===== config.mk =====
export PLATFORM = sky130hd
export DESIGN_NAME = relay_update_ctrl
export DESIGN_NICKNAME = d
export VERILOG_FILES = /design/src/rtl/relay_update_ctrl_pkg.sv /design/src/rtl/relay_update_ctrl_timer.sv /design/src/rtl/relay_update_ctrl.sv
export SDC_FILE = /design/constraint.sdc
export NUM_CORES = 1
export LEC_CHECK = 0
export CORE_ASPECT_RATIO = 0.9
export CORE_MARGIN = 3
export CORE_UTILIZATION = 40
export CTS_CLUSTER_DIAMETER = 60
export DETAILED_ROUTE_END_ITERATION = 10
export PLACE_DENSITY = 0.7
export SLEW_MARGIN = 0
export SYNTH_ARGS = -nofsm -noshare
export SYNTH_HDL_FRONTEND = slang
export SYNTH_SLANG_ARGS = --single-unit

===== constraint.sdc =====
create_clock -name clk -period 7.1 [get_ports clk]
set_input_delay 1.775 -clock clk [delete_from_list [all_inputs] [get_ports clk]]
set_output_delay 1.775 -clock clk [all_outputs]
set_load 0.02 [all_outputs]

===== src/rtl/relay_update_ctrl_pkg.sv =====
// Shared types and default constants for the relay image update controller.
// Optional feature macro used by the controller: RELAY_BBM_EN (break-before-make).
package relay_update_ctrl_pkg;

    typedef enum logic [2:0] {
        ST_IDLE   = 3'd0,
        ST_SEND   = 3'd1,
        ST_WAIT   = 3'd2,
        ST_SETTLE = 3'd3,
        ST_FINISH = 3'd4
    } state_t;

    localparam int DEF_WIDTH       = 16;
    localparam int DEF_SETTLE_CYC  = 2000;
    localparam int DEF_TIMEOUT_CYC = 65535;

    function automatic int max_int(input int a, input int b);
        return (a > b) ? a : b;
    endfunction

endpackage


===== src/rtl/relay_update_ctrl_timer.sv =====
// relay_cycle_timer: loadable saturating down-counter; expired pulses in the
// cycle the count sits at 1, i.e. load_val cycles after the load cycle.
module relay_cycle_timer #(
    parameter int CNT_W = 16
) (
    input  logic             clk,
    input  logic             reset_n,
    input  logic             load,
    input  logic [CNT_W-1:0] load_val,
    output logic             expired
);

    logic [CNT_W-1:0] cnt_r;

    // Count register: load wins, otherwise count down and hold at zero.
    always_ff @(posedge clk or negedge reset_n) begin
        if (!reset_n) begin
            cnt_r <= '0;
        end else if (load) begin
            cnt_r <= load_val;
        end else if (cnt_r != '0) begin
            cnt_r <= cnt_r - CNT_W'(1);
        end else begin
            cnt_r <= cnt_r;
        end
    end

    assign expired = (cnt_r == CNT_W'(1)) && !load;

endmodule


===== src/rtl/relay_update_ctrl.sv =====
// Relay image update controller: arbitrates safe/host requests and drives one or
// two serializer frames per update. Macro RELAY_BBM_EN enables break-before-make.
module relay_update_ctrl
    import relay_update_ctrl_pkg::*;
#(
    parameter int WIDTH       = DEF_WIDTH,
    parameter int SETTLE_CYC  = DEF_SETTLE_CYC,
    parameter int TIMEOUT_CYC = DEF_TIMEOUT_CYC
) (
    input  logic             clk,
    input  logic             reset_n,
    input  logic             host_req,
    input  logic [WIDTH-1:0] host_data,
    output logic             host_ack,
    input  logic             safe_req,
    output logic             ser_start,
    output logic [WIDTH-1:0] ser_data,
    input  logic             ser_done,
    output logic [WIDTH-1:0] cur_image,
    output logic             busy,
    output logic             err,
    input  logic             err_clr
);

    localparam int CNT_MAX = max_int(SETTLE_CYC, TIMEOUT_CYC);
    localparam int CNT_W   = $clog2(CNT_MAX + 1);

    state_t           state_r, state_s;
    logic [WIDTH-1:0] cur_image_s, ser_data_s, req_target_s;
    logic             req_host_s, grant_r, grant_s;
    logic             cur_valid_r, cur_valid_s;
    logic             err_s, host_ack_s, ser_start_s, busy_s;
    logic             tmr_load_s, tmr_expired_s;
    logic [CNT_W-1:0] tmr_val_s;
`ifdef RELAY_BBM_EN
    logic [WIDTH-1:0] target_r, target_s, brk_s;
    logic             final_r, final_s;
`endif

    relay_cycle_timer #(.CNT_W(CNT_W)) u_timer (
        .clk      (clk),
        .reset_n  (reset_n),
        .load     (tmr_load_s),
        .load_val (tmr_val_s),
        .expired  (tmr_expired_s)
    );

    // Next-state and next-output logic for the update sequencer.
    always_comb begin
        state_s     = state_r;
        cur_image_s = cur_image;
        ser_data_s  = ser_data;
        grant_s     = grant_r;
        cur_valid_s = cur_valid_r;
        err_s       = err_clr ? 1'b0 : err;
        tmr_load_s  = 1'b0;
        tmr_val_s   = CNT_W'(TIMEOUT_CYC);
`ifdef RELAY_BBM_EN
        target_s    = target_r;
        final_s     = final_r;
`endif
        if (safe_req) begin
            req_target_s = '0;
            req_host_s   = 1'b0;
        end else begin
            req_target_s = host_data;
            req_host_s   = 1'b1;
        end
`ifdef RELAY_BBM_EN
        brk_s = cur_image & req_target_s;
`endif

        case (state_r)
            ST_IDLE: begin
                if (safe_req || host_req) begin
                    grant_s = req_host_s;
`ifdef RELAY_BBM_EN
                    target_s = req_target_s;
`endif
                    // An image is only trusted once a frame has completed since reset.
                    if (cur_valid_r && (req_target_s == cur_image)) begin
                        state_s = ST_FINISH;
                    end else begin
                        state_s = ST_SEND;
`ifdef RELAY_BBM_EN
                        if (cur_valid_r && (brk_s != cur_image) && (brk_s != req_target_s)) begin
                            ser_data_s = brk_s;
                            final_s    = 1'b0;
                        end else begin
                            ser_data_s = req_target_s;
                            final_s    = 1'b1;
                        end
`else
                        ser_data_s = req_target_s;
`endif
                    end
                end else begin
                    state_s = ST_IDLE;
                end
            end
            ST_SEND: begin
                tmr_load_s = 1'b1;
                tmr_val_s  = CNT_W'(TIMEOUT_CYC);
                state_s    = ST_WAIT;
            end
            ST_WAIT: begin
                if (ser_done) begin
                    cur_image_s = ser_data;
                    cur_valid_s = 1'b1;
`ifdef RELAY_BBM_EN
                    if (final_r) begin
                        state_s = ST_FINISH;
                    end else begin
                        tmr_load_s = 1'b1;
                        tmr_val_s  = CNT_W'(SETTLE_CYC);
                        state_s    = ST_SETTLE;
                    end
`else
                    state_s = ST_FINISH;
`endif
                end else if (tmr_expired_s) begin
                    err_s   = 1'b1;
                    state_s = ST_FINISH;
                end else begin
                    state_s = ST_WAIT;
                end
            end
`ifdef RELAY_BBM_EN
            ST_SETTLE: begin
                if (tmr_expired_s) begin
                    ser_data_s = target_r;
                    final_s    = 1'b1;
                    state_s    = ST_SEND;
                end else begin
                    state_s = ST_SETTLE;
                end
            end
`endif
            ST_FINISH: begin
                state_s = ST_IDLE;
            end
            default: begin
                state_s = ST_IDLE;
            end
        endcase

        host_ack_s  = (state_s == ST_FINISH) && grant_s;
        ser_start_s = (state_s == ST_SEND);
        busy_s      = (state_s != ST_IDLE);
    end

    // State and registered outputs.
    always_ff @(posedge clk or negedge reset_n) begin
        if (!reset_n) begin
            state_r     <= ST_IDLE;
            cur_image   <= '0;
            ser_data    <= '0;
            grant_r     <= 1'b0;
            cur_valid_r <= 1'b0;
            err         <= 1'b0;
            host_ack    <= 1'b0;
            ser_start   <= 1'b0;
            busy        <= 1'b0;
`ifdef RELAY_BBM_EN
            target_r    <= '0;
            final_r     <= 1'b0;
`endif
        end else begin
            state_r     <= state_s;
            cur_image   <= cur_image_s;
            ser_data    <= ser_data_s;
            grant_r     <= grant_s;
            cur_valid_r <= cur_valid_s;
            err         <= err_s;
            host_ack    <= host_ack_s;
            ser_start   <= ser_start_s;
            busy        <= busy_s;
`ifdef RELAY_BBM_EN
            target_r    <= target_s;
            final_r     <= final_s;
`endif
        end
    end

endmodule

# After elaboration in Yosys (flattened, before gate mapping)
# Cells that the tools add are included.
# W data, S select, Z words.
classes:
  n_addsub: 1
  n_eq_ne: 6
  muxes: 16
  bitwise_logic: 1
  n_reduce_logical: 11
ops:
  columns: ["cell", "count"]
  rows:
  - ["$mux W16", 3]
  - ["$eq A16 B1 Y1 const B", 1]
  - ["$eq A16 B16 Y1", 1]
  - ["$reduce_bool A16 Y1", 1]
  - ["$sub A16 B1 Y16 const B", 1]
  - ["$mux W3", 4]
  - ["$pmux W3 S3", 1]
  - ["$mux W1", 8]
  - ["$eq A3 B1 Y1 const B", 2]
  - ["$eq A3 B2 Y1 const B", 1]
  - ["$eq A3 B3 Y1 const B", 1]
  - ["$logic_and A1 B1 Y1", 3]
  - ["$logic_not A3 Y1", 1]
  - ["$reduce_and A3 Y1", 1]
  - ["$reduce_bool A3 Y1", 1]
  - ["$reduce_and A2 Y1", 1]
  - ["$reduce_bool A2 Y1", 1]
  - ["$logic_not A1 Y1", 1]
  - ["$logic_or A1 B1 Y1", 1]
  - ["$not A1 Y1", 1]
totals:
  reg_bits: 57
  wordCells: 45

# Depth between registers and ports, before layout
logic_depth:
  word_depth: 9
  depth_mapped: 7

# By module
# A second synthesis with hierarchy kept.
hier_totals:
  hier_cells: 292
  area_unflattened_um2: 3067.9
modules_own_cells:
  columns: ["mod", "n_inst", "cells_each", "area_per_inst_um2"]
  rows:
  - ["relay_update_ctrl", 1, 179, 2008.2]
  - ["relay_cycle_timer", 1, 113, 1059.8]

# Worst setup path before layout
# Ideal clock, no wire load.
synth_path:
  kind: "input to register"
  from: "input port host_data[8]"
  to: "register ser_data[0]"
  arrival_time_ns: 3.621
  required_ns: 7.022
  setup_slack_ns: 3.401
  stages: 6
  cell_sequence: "o22ai_1 > or4_1 > or4_4 > o31ai_4 > buf_6 > o2bb2ai_1"
synth_between:
  elab_chain_len: 5
synth_rtl:
  columns: ["item", "line", "rtl"]
  rows:
  - ["from (decl)", "relay_update_ctrl.sv:13", "input logic [WIDTH-1:0] host_data,"]
  - ["$mux W16", "relay_update_ctrl.sv:62", "if (safe_req) begin"]
  - ["$eq A16 B16 Y1", "relay_update_ctrl.sv:81", "if (cur_valid_r && (req_target_s == cur_image)) begin"]
  - ["$logic_and A1 B1 Y1", "relay_update_ctrl.sv:81", null]
  - ["$not A1 Y1 (no source line)", null, null]
  - ["$reduce_and A3 Y1 (no source line)", null, null]
  - ["to (signal assigned)", "relay_update_ctrl.sv:171", "ser_data <= ser_data_s;"]
  - ["to (decl)", "relay_update_ctrl.sv:17", "output logic [WIDTH-1:0] ser_data,"]
# Every way passes these cells.
# A chain may end at the register's enable or synchronous reset.

# Worst setup path in the final report
layout_path:
  from: "input port safe_req"
  to: "register ser_data[15]"
layout_between:
  elab_chain_len: 5
  elab_cells_between_ends: 6
  classes_between: "eq/ne: 1; mux: 1; bitwise: 1; reduce/logical: 3"
layout_rtl:
  columns: ["item", "line", "rtl"]
  rows:
  - ["from (decl)", "relay_update_ctrl.sv:15", "input logic safe_req,"]
  - ["$mux W16", "relay_update_ctrl.sv:62", null]
  - ["$eq A16 B16 Y1", "relay_update_ctrl.sv:81", null]
  - ["$logic_and A1 B1 Y1", "relay_update_ctrl.sv:81", null]
  - ["$not A1 Y1 (no source line)", null, null]
  - ["$reduce_and A3 Y1 (no source line)", null, null]
# Several ways; a longest one is shown, not always the timed one.

==> results.md <==
* Critical Path Fanout Max at 18
* Fmax at 0.224 GHz
* First-pass GRT wire length at about 11000 um
* Switching Fraction at 38.6%
* P_sw at 0.564 mW
* Pin count of the biggest net entering global routing at 58
* Post-Syn Nets at 295
* Ys async rst share at 100%
* RR Startpoint: cur_image[1]
* Hold path cells at 1
* RSZ-0062 raised after global routing: false
* Cells on worst reg2reg path at 6
* # diodes at 0
* Ports at 58
* Setup violators final at 0
* Nets at 356
* Clk pwr share at 20.6%
* CTS tree: done
* Vias per std cell at 5.22
* Clock Latency Late Sink at 0.33 ns
* Hold WS at between 0.4 and 0.5 ns
* Worst r2r dst: ser_data[15]
* Global-route usage over all layers at 17.2%
* #FFs+latches synth at 57
* DIE HEIGHT at 84.5 um
* Die area at 7880 sq um
* Initial Util at 42.9%
* Fillers at 550
* TritonCTS buffer count at 9
* Share of layout cells above drive strength 1 at 10.1%
* Synth Area per Inst at 10.1 sq um
* Final setup skew at around 0.0053 ns
* Status: complete, no violations
* Layout area overhead at 30.8%
* Comb pwr share at 43.2%
* LEAKAGE at 1.45 nW
* Commonest cells post-synth: dfrtp_1 (57), nand2_1 (34), inv_1 (23)
* Worst setup EP type: flip-flop
* Drt wl/cell at about 15 um
* HP Start: cur_valid_r
* Cells after synthesis at 270
* Hpwl dp at 4440 um
* Max cap viols at 0
* P_int at about 0.9 mW
* Top-area cell type share of the netlist area at 52.1%
* Hold Buf Count CTS at 0
* Fin crit period at 4.46 ns
* Max transition margin at 38.2%
* Top cells by area, synth: dfrtp_1 (52%), nand2_1 (4.7%), nand3_1 (3.5%), o2bb2ai_1 (3.2%), inv_1 (3.2%)
* Reg clk slew, reported paths at 0.06 ns
* Routed Antenna Nets at 0
* Worst-margin pin slew at 0.927 ns
* Routed wire length at between 6000 and 7000 um
* Yosys top cell by area: dfrtp_1
* Initial antenna violation count at 0
* DR pass1 iterations at 5
* Post-cts resize count at 0
* GRT overflow at 0
* DR vias at 2204
* Clock buffer depth at 2
* Core area at ~6400 sq um
* Port bufs at 57
* Die X at around 93 um
* Critical path data arrival time at 4.71 ns
* Area of the multi-input gates at 1180 sq um
* Top FF cell, synth: dfrtp_1
* Storage cell area at 1430 sq um
* Dominant cell by count in the synthesized netlist: dfrtp_1
* WP data required at 7.35 ns
* Tcrit/Tclk final at 62.8%
* DR iter-0 viols at 137
* Setup Fix Bufs, Post-CTS at 0
* DRC Markers at 0
* Min-delay worst type: flip-flop to flip-flop
* Sequential Power Share at 36.3%
* WS Path Type: primary input to flip-flop
* Worst VDD drop at 0.000164 V
* Cell area after synthesis at 2740 sq um
* WHS Endpoint: cur_valid_r
* Setup total negative slack at 0 ns
* Num rows at 27
* Clock sink total at between 50 and 60
* Max H-tree Level at 3
* Max-slew violation count at 0
* R2R Setup Slk at 4.31 ns
* Yosys warnings at 0
* Type of origin of the critical path: primary input
* Root Buffer: clkbuf_8
* Final hold vios at 0
* Vias in the first global route at between 2000 and 2500
* Post-synth cell types at 46
* Pwr/cell area at 408 nW/um^2
* EDFF count, synth at 0
* Final Wtd Congestion at 0.870
* Sequential area share after synthesis at between 50 and 60%
## final cells by class
cell class / instances / area share [%]
inverters: 24 / 2.51
repair buffers: 59 / 16.2
clock inverters: 3 / 1.12
clock buffers: 12 / 4.33
well taps: 87 / 3.04
multi-input cells: 180 / 33.0
flip-flops and latches: 57 / 39.8
## flip-flops by register name (all words and copies together) (netlist names)
register / count
busy: 1
cur_image: 16
cur_valid_r: 1
err: 1
grant_r: 1
host_ack: 1
ser_data: 16
ser_start: 1
state_r: 3
u_timer.cnt_r: 16
## cell usage in the layout, fill, tap and decap left out, drive strengths merged, types with 4 or more instances in the layout
cell type | netlist | final
o2bb2ai | 10 | 10
or2 | 4 | 4
xor2 | 6 | 6
clkbuf | 7 | 12
or4 | 6 | 6
nor2 | 10 | 10
dfrtp | 57 | 57
or3 | 5 | 5
mux2i | 6 | 6
o21ai | 16 | 16
mux2 | 7 | 7
clkdlybuf4s50 | 0 | 56
xnor2 | 7 | 7
inv | 24 | 24
nor3 | 8 | 8
a21oi | 4 | 4
nand2 | 34 | 34
nand3 | 19 | 19
## logic make-up (layout without fill, tap and decap cells)
| kind of cell | Yosys count | after routing | synth area share [%] |
|---|---|---|---|
| AOI/OAI and AO/OA | 51 | 51 | 13.4 |
| xor gates and xnor gates | 13 | 13 | 4.16 |
| adders and majority gates | 3 | 3 | 1.37 |
| buffers and inverters | 33 | 98 | 4.79 |
| DFF | 57 | 57 | 52.1 |
| muxes | 13 | 13 | 5.07 |
| and+or+nand+nor | 100 | 100 | 19.2 |
## critical path, stage by stage
cell,delay (ns)
clkdlybuf4s50_1,0.68
nand3b_1,0.29
a222oi_1,0.22
a21oi_1,0.07
or4_4,0.59
o31ai_4,0.80
mux2i_1,0.27
## worst max path at each step
stage	startpoint	to	slack [ns]	depth (start not counted)
2_1_floorplan	host_data[8]	ser_data[0]	3.40	6
3_3_place_gp	safe_req	ser_data[9]	2.37	7
3_5_place_dp	safe_req	ser_data[15]	2.29	7
4_1_cts	safe_req	ser_data[15]	2.62	7
5_1_grt	safe_req	ser_data[3]	2.40	7
6_report	safe_req	ser_data[15]	2.64	7
## layer usage
layer | share of wire, % | up-vias | track usage, %
met1 | 50 | 1049 | 25.8
met3 | 5.1 | 13 | 3.49
met2 | 43 | 62 | 23.3
met4 | 2.3 | 0 | 8.26
met5 | 0 | - | 0
li1 | - | 1080 | -
## metrics by stage
step	utilization (%)	setup WS, ns	power (mW)	area [sq um]	cells
floorplan	-	3.40	0.896	2740	270
global placement	53.1	2.37	1.16	3390	407
detailed placement	53.1	2.29	1.17	3390	407
CTS	56.1	2.62	1.48	3580	422
global route	56.1	2.40	1.56	3580	422
finish	56.1	2.64	1.46	3580	422
## power by group through the flow
| stage | clock network [mW] | logic [mW] | registers (mW) |
|---|---|---|---|
| 2_1_floorplan | 0 | 0.283 | 0.613 |
| 3_3_place_gp | 0 | 0.624 | 0.534 |
| 3_5_place_dp | 0 | 0.636 | 0.534 |
| 4_1_cts | 0.307 | 0.639 | 0.529 |
| 5_1_grt | 0.321 | 0.693 | 0.547 |
| 6_report | 0.301 | 0.631 | 0.530 |
No activity file was read; power rests on OpenSTA's default activity.
